**src/rtl/store_narrow_pkg.sv**
```systemverilog
// rtl/store_narrow_pkg.sv - shared types and helpers for the store narrowing path
package store_narrow_pkg;

    typedef enum logic [1:0] {
        SZ_BYTE  = 2'b00,
        SZ_HALF  = 2'b01,
        SZ_WORD  = 2'b10,
        SZ_DWORD = 2'b11
    } size_t;

    typedef enum logic {
        IDLE = 1'b0,
        SEND = 1'b1
    } state_t;

    function automatic logic [3:0] size_bytes(input size_t size);
        return 4'd1 << size;
    endfunction

    // Keeps only the bytes the store actually writes so padding beats carry zeros.
    function automatic logic [63:0] narrow_mask(input size_t size);
        case (size)
            SZ_BYTE: return 64'h0000_0000_0000_00FF;
            SZ_HALF: return 64'h0000_0000_0000_FFFF;
            SZ_WORD: return 64'h0000_0000_FFFF_FFFF;
            default: return 64'hFFFF_FFFF_FFFF_FFFF;
        endcase
    endfunction

endpackage

```
**src/rtl/store_beat_shifter.sv**
```systemverilog
// rtl/store_beat_shifter.sv - loadable right-shift register emitting one beat per advance
module store_beat_shifter #(
    parameter int BEAT_BYTES = 1
) (
    input  logic                    clk,
    input  logic                    reset,
    input  logic                    load,
    input  logic                    advance,
    input  logic [63:0]             load_data,
    input  logic [3:0]              load_beats,
    output logic [8*BEAT_BYTES-1:0] beat_data,
    output logic                    last
);

    logic [63:0] shreg;
    logic [3:0]  cnt;
    logic [3:0]  beats_m1;

    always_ff @(posedge clk) begin
        if (reset) begin
            shreg    <= '0;
            cnt      <= '0;
            beats_m1 <= '0;
        end else if (load) begin
            shreg    <= load_data;
            cnt      <= '0;
            beats_m1 <= load_beats - 4'd1;
        end else if (advance) begin
            shreg    <= shreg >> (8 * BEAT_BYTES);
            cnt      <= cnt + 4'd1;
        end
    end

    assign beat_data = shreg[8*BEAT_BYTES-1:0];
    assign last      = (cnt == beats_m1);

endmodule

```
**src/rtl/store_narrower.sv**
```systemverilog
// rtl/store_narrower.sv - narrows a 64-bit store to its size and serializes it into memory beats
module store_narrower
    import store_narrow_pkg::*;
#(
    parameter int BEAT_BYTES = 1
) (
    input  logic                    clk,
    input  logic                    reset,
    input  logic                    req_valid,
    output logic                    req_ready,
    input  logic [63:0]             req_addr,
    input  logic [63:0]             req_data,
    input  logic [1:0]              req_size,
    output logic                    mem_valid,
    input  logic                    mem_ready,
    output logic [63:0]             mem_addr,
    output logic [8*BEAT_BYTES-1:0] mem_wdata,
    output logic [BEAT_BYTES-1:0]   mem_be,
    output logic                    mem_last,
    output logic                    done
);

    generate
        if (!(BEAT_BYTES == 1 || BEAT_BYTES == 2 || BEAT_BYTES == 4 || BEAT_BYTES == 8)) begin : g_bad_beat
            $error("store_narrower: BEAT_BYTES must be 1, 2, 4 or 8");
        end
    endgenerate

    localparam int BEAT_SHIFT = $clog2(BEAT_BYTES);

    state_t                  state;
    logic                    accept;
    logic                    advance;
    logic                    shifter_last;
    logic [3:0]              nbytes;
    logic [3:0]              beats_calc;
    logic [8:0]              be_ones;
    logic [BEAT_BYTES-1:0]   be_calc;
    logic [63:0]             narrowed;

    always_comb begin
        nbytes   = size_bytes(size_t'(req_size));
        narrowed = req_data & narrow_mask(size_t'(req_size));
        be_ones  = (9'd1 << nbytes) - 9'd1;
        if ({1'b0, req_size} >= 3'(BEAT_SHIFT))
            beats_calc = 4'd1 << (req_size - 2'(BEAT_SHIFT));
        else
            beats_calc = 4'd1;
        // Sub-beat stores only enable their own bytes; everything else fills whole beats.
        if ({1'b0, nbytes} < 5'(BEAT_BYTES))
            be_calc = be_ones[BEAT_BYTES-1:0];
        else
            be_calc = '1;
    end

    assign req_ready = (state == IDLE);
    assign mem_valid = (state == SEND);
    assign mem_last  = (state == SEND) && shifter_last;
    assign accept    = (state == IDLE) && req_valid;
    assign advance   = (state == SEND) && mem_ready && !shifter_last;

    always_ff @(posedge clk) begin
        if (reset) begin
            state    <= IDLE;
            done     <= 1'b0;
            mem_addr <= '0;
            mem_be   <= '0;
        end else begin
            done <= 1'b0;
            case (state)
                IDLE: begin
                    if (req_valid) begin
                        state    <= SEND;
                        mem_addr <= req_addr;
                        mem_be   <= be_calc;
                    end
                end
                SEND: begin
                    if (mem_ready) begin
                        if (shifter_last) begin
                            state <= IDLE;
                            done  <= 1'b1;
                        end else begin
                            mem_addr <= mem_addr + 64'(BEAT_BYTES);
                        end
                    end
                end
                default: state <= IDLE;
            endcase
        end
    end

    store_beat_shifter #(
        .BEAT_BYTES(BEAT_BYTES)
    ) u_shifter (
        .clk       (clk),
        .reset     (reset),
        .load      (accept),
        .advance   (advance),
        .load_data (narrowed),
        .load_beats(beats_calc),
        .beat_data (mem_wdata),
        .last      (shifter_last)
    );

endmodule

```
**config.mk**
```make
export PLATFORM = sky130hd
export DESIGN_NAME = store_narrower
export DESIGN_NICKNAME = d
export VERILOG_FILES = /design/src/rtl/store_narrow_pkg.sv /design/src/rtl/store_beat_shifter.sv /design/src/rtl/store_narrower.sv
export SDC_FILE = /design/constraint.sdc
export NUM_CORES = 1
export LEC_CHECK = 0
export CORE_MARGIN = 1
export CORE_UTILIZATION = 44
export DETAILED_ROUTE_END_ITERATION = 7
export PLACE_DENSITY = 0.85
export SYNTH_ARGS = -nofsm -noshare
export SYNTH_HDL_FRONTEND = slang
export SYNTH_SLANG_ARGS = --single-unit
export TNS_END_PERCENT = 20
```
**constraint.sdc**
```tcl
create_clock -name clk -period 2 [get_ports clk]
set_input_delay 0.2 -clock clk [delete_from_list [all_inputs] [get_ports clk]]
set_output_delay 0.2 -clock clk [all_outputs]
set_load 0.02 [all_outputs]
```
==> impl_metrics.toml <==
[global_route]
grt.met2_usage = 0.480
grt_usage = 0.304
grt_pass1_wl_mm = 42.8
use_met1 = 0.387
grt_max_degree = 73
grt.busiest_layer = "met2"
grt_pass1_vias = 8467
overflow = 0
antenna_found_initial = 1
grtUsageMet3 = 0.0691

[clock_tree]
numCtsBuffers = 17
holdBufCountCts = 0
cts_buffer_depth = 2
clock_sinks = 138
htreeDepth = 4
clk_pin_slew_ns = 0.06
insertion_delay_ns = 0.43
root_buffer = "clkbuf_16"
cts_tree = "built"

[yosys]
synth-edff-count = 0
synthMuxAreaShare = 0.0176
synthAdderAreaFrac = 0.00508
synth_top_area_frac = 0.374
synth_top_family_by_area = "simple AND/OR/NAND/NOR gates"
synth.largest_area_cell = "dfxtp_1"
syn_inst = 961
yosys-top-cells-area = "dfxtp_1, nor2_1, nand2_1, nor3_1, a21oi_1"
syn-mean-instance-area_um2 = 7.69
syn_nets = 1098
ys_async_sr_fraction = 0
synthDistinctLibCells = 63
synth_area_um2 = 7390
ys_ff_latch = 138
synthXorXnorAreaFrac = 0.00829
ys.warnings.count = 0
synth_compound_area_frac = 0.242
ys_seq_area_frac = 0.374
synth-simple-area-share = 0.296
synthFlopType = "dfxtp_1"

[cells_and_area]
seq_area_um2 = 2830
multi_input_area_um2 = 4560
fill_cells = 1198
drive_gt1_frac = 0.219
post_layout_nonfiller_instances = 1472
area_growth_pct = 58.1
post-route-util = 0.710
finalNetCount = 1375

[die]
io_pins = 211
start_util = 0.449
fp-row-count = 47
core_area_um2 = 16500
die_w_um = 132
dieArea_um2 = 17300
die_y_um = 132

[critical_path]
critPathBufInv = 1
slowest_delay_ns = 0.36
critPathRequiredTime_ns = 2.31
r2r-start = "mem_addr[1]$_SDFFE_PP0P_"
crit_slowest_cell = "dfxtp_4"
reg2reg_setup_slack_ns = -0.21
cp-end-kind = "flop"
cp_max_fo = 4
critical_path_class = "flop to flop"
crit_arrival_ns = 2.52
critPathLaunch = "mem_addr[1]$_SDFFE_PP0P_"
crit_path_cell_trace = "ha_4, and4_4, buf_4, nand4_1, or2_4, o21ai_0, a21oi_1, a2111oi_4"
cp_top_family = "simple AND/OR/NAND/NOR gates"
critPathLaunchType = "flop"

[placed_design]
dpl.cell_count = 1420
io_buffers = 210
gp_congestion = 0.962
hpwl_mm = 18.3
dp_slack_ns = -0.113

[sta]
drv_slew = 0
max_freq_mhz = 453
rsz0062_at_grt = "yes"
min_period_ns = 2.21
finClkSkew_ns = 0.00769
final-setup-viol-count = 5
timing_hold_violations_final = 0
period_share = 1.10
setup_ws_ns = -0.207
relSlewSlack = 0.687
tightestPinTransition_ns = 0.468
fin_hold_ws_ns = 0.195

[drt]
dr.first_iter.drc_count = 978
viasPerCell = 6.31
post-route-drc-count = 2
drt-pass1-iter-count = 8
vias = 9287
antenna_left = 0
wl_per_cell_um = 19.5
routed_wl_mm = 28.7

[power_and_ir_drop]
ir_worst_vdd_mv = 0.594
power_w = 0.00873
leakage_nw = 4.29
p_per_area_nw_per_um2 = 746

[worst_hold_path]
holdCritPathClass = "input port to flop"
hold_path_startpoint = "reset"

[status]
status = "finished with violations"
violations = "DRC, setup timing"

[flow_run]
cap_violations = 0
through the flow:
| step | instance area (um^2) | setup TNS (ns) |
|---|---|---|
| 3_5_place_dp | 10500 | -2.14 |
| 5_1_grt | 11700 | -2.18 |
| 2_1_floorplan | 7450 | -0.253 |
| 3_3_place_gp | 10500 | -0.323 |
| 4_1_cts | 11200 | -0.0148 |
| 6_report | 11700 | -0.261 |
worst reg2reg max path, cell delays in order (launching register included):
cell and delay, ns:
dfxtp_4 0.36, ha_4 0.13, and4_4 0.22, buf_4 0.13, nand4_1 0.22, or2_4 0.35
o21ai_0 0.23, a21oi_1 0.16, a2111oi_4 0.29
worst paths after layout:
kind / to / cells after the start
setup / recovery: mem_addr[20]$_SDFFE_PP0P_ / 8
setup reg to reg: mem_addr[20]$_SDFFE_PP0P_ / 8
hold reg to reg: u_shifter.shreg[31]$_SDFFE_PP0P_ / 2
hold / removal: mem_addr[50]$_SDFFE_PP0P_ / 2
where the power goes:
| part | leakage (nW) | switching [W] | internal, W |
|---|---|---|---|
| registers | 1.15 | 0.000195 | 0.00299 |
| clock network | 0.305 | 0.00126 | 0.00210 |
| logic | 2.83 | 0.00113 | 0.00105 |
| total | 4.29 | 0.00258 | 0.00614 |
cell families after synthesis:
logic type	after synthesis
multiplexers	13
AO/OA/AOI/OAI	257
AND/OR/NAND/NOR	441
XOR/XNOR	7
flip-flops	138
adder cells (fa/ha/maj)	3
buffers and inverters	102
synthesized netlist by cell type (all sizes together), types with 4 or more instances:
master / instances
or2: 6
a221oi: 32
o21a: 4
a32oi: 7
dfxtp: 138
or4: 6
o211ai: 4
a21o: 4
nor3: 68
a21oi: 56
clkbuf: 67
and4: 4
nor2b: 9
mux2i: 13
inv: 11
nand3: 41
nor4b: 4
o21ai: 33
a22oi: 19
nor4: 15
o2bb2ai: 4
a211oi: 9
o32ai: 7
a311oi: 24
nand4: 26
and3: 22
and2: 8
nand2: 104
nand2b: 4
nor2: 118
buf: 24
a31oi: 14
o22ai: 19
xor2: 6
area by class of cell:
type	instances	share of cell area
Timing Repair Buffer	349	0.287
Inverter	11	0.00353
Tap cell	220	0.0235
Antenna cell	1	0.000214
Sequential cell	138	0.242
Clock inverter	10	0.0119
Multi-Input combinational cell	721	0.390
Clock buffer	22	0.0415
state kept, by name (all words and copies together) (netlist names):
signal,cells
u_shifter.cnt,4
u_shifter.beats_m1,3
mem_valid,1
done,1
mem_be,1
u_shifter.shreg,64
mem_addr,64
layer usage:
metal / wire length (um) / share of wire
met5: 0 / 0
met4: 1360 / 0.047
met3: 2860 / 0.099
met2: 13300 / 0.46
met1: 11300 / 0.39
placed cells by master (no fill, tap or decap), types with 5 or more instances in the layout:
| cell type | count |
|---|---|
| a211oi_1 | 8 |
| mux2i_1 | 12 |
| nor4_2 | 7 |
| clkbuf_16 | 19 |
| o22ai_1 | 19 |
| nor2_1 | 114 |
| nor3_2 | 7 |
| dfxtp_2 | 22 |
| nand4_1 | 23 |
| nand3_1 | 35 |
| dfxtp_1 | 106 |
| and2_1 | 6 |
| clkdlybuf4s50_1 | 207 |
| a22oi_1 | 18 |
| inv_1 | 10 |
| nand3_2 | 5 |
| a31oi_1 | 14 |
| a311oi_1 | 21 |
| buf_6 | 8 |
| buf_4 | 117 |
| a32oi_1 | 7 |
| a21oi_1 | 54 |
| dfxtp_4 | 10 |
| a221oi_1 | 32 |
| nor2b_1 | 8 |
| nand2_1 | 100 |
| nor3_1 | 61 |
| and3_1 | 22 |
| buf_12 | 10 |
| o21ai_0 | 27 |
| o32ai_1 | 7 |
what timing repair did:
action                                  CTS  global route
hold endpoints to repair                  0             0
resized for setup                        28            86
endpoints found under the setup margin   27            97
gates cloned                              0             1
buffers inserted                         10             8
pin swaps                                13            20
Note: power is estimated with default switching activity, not from simulation.
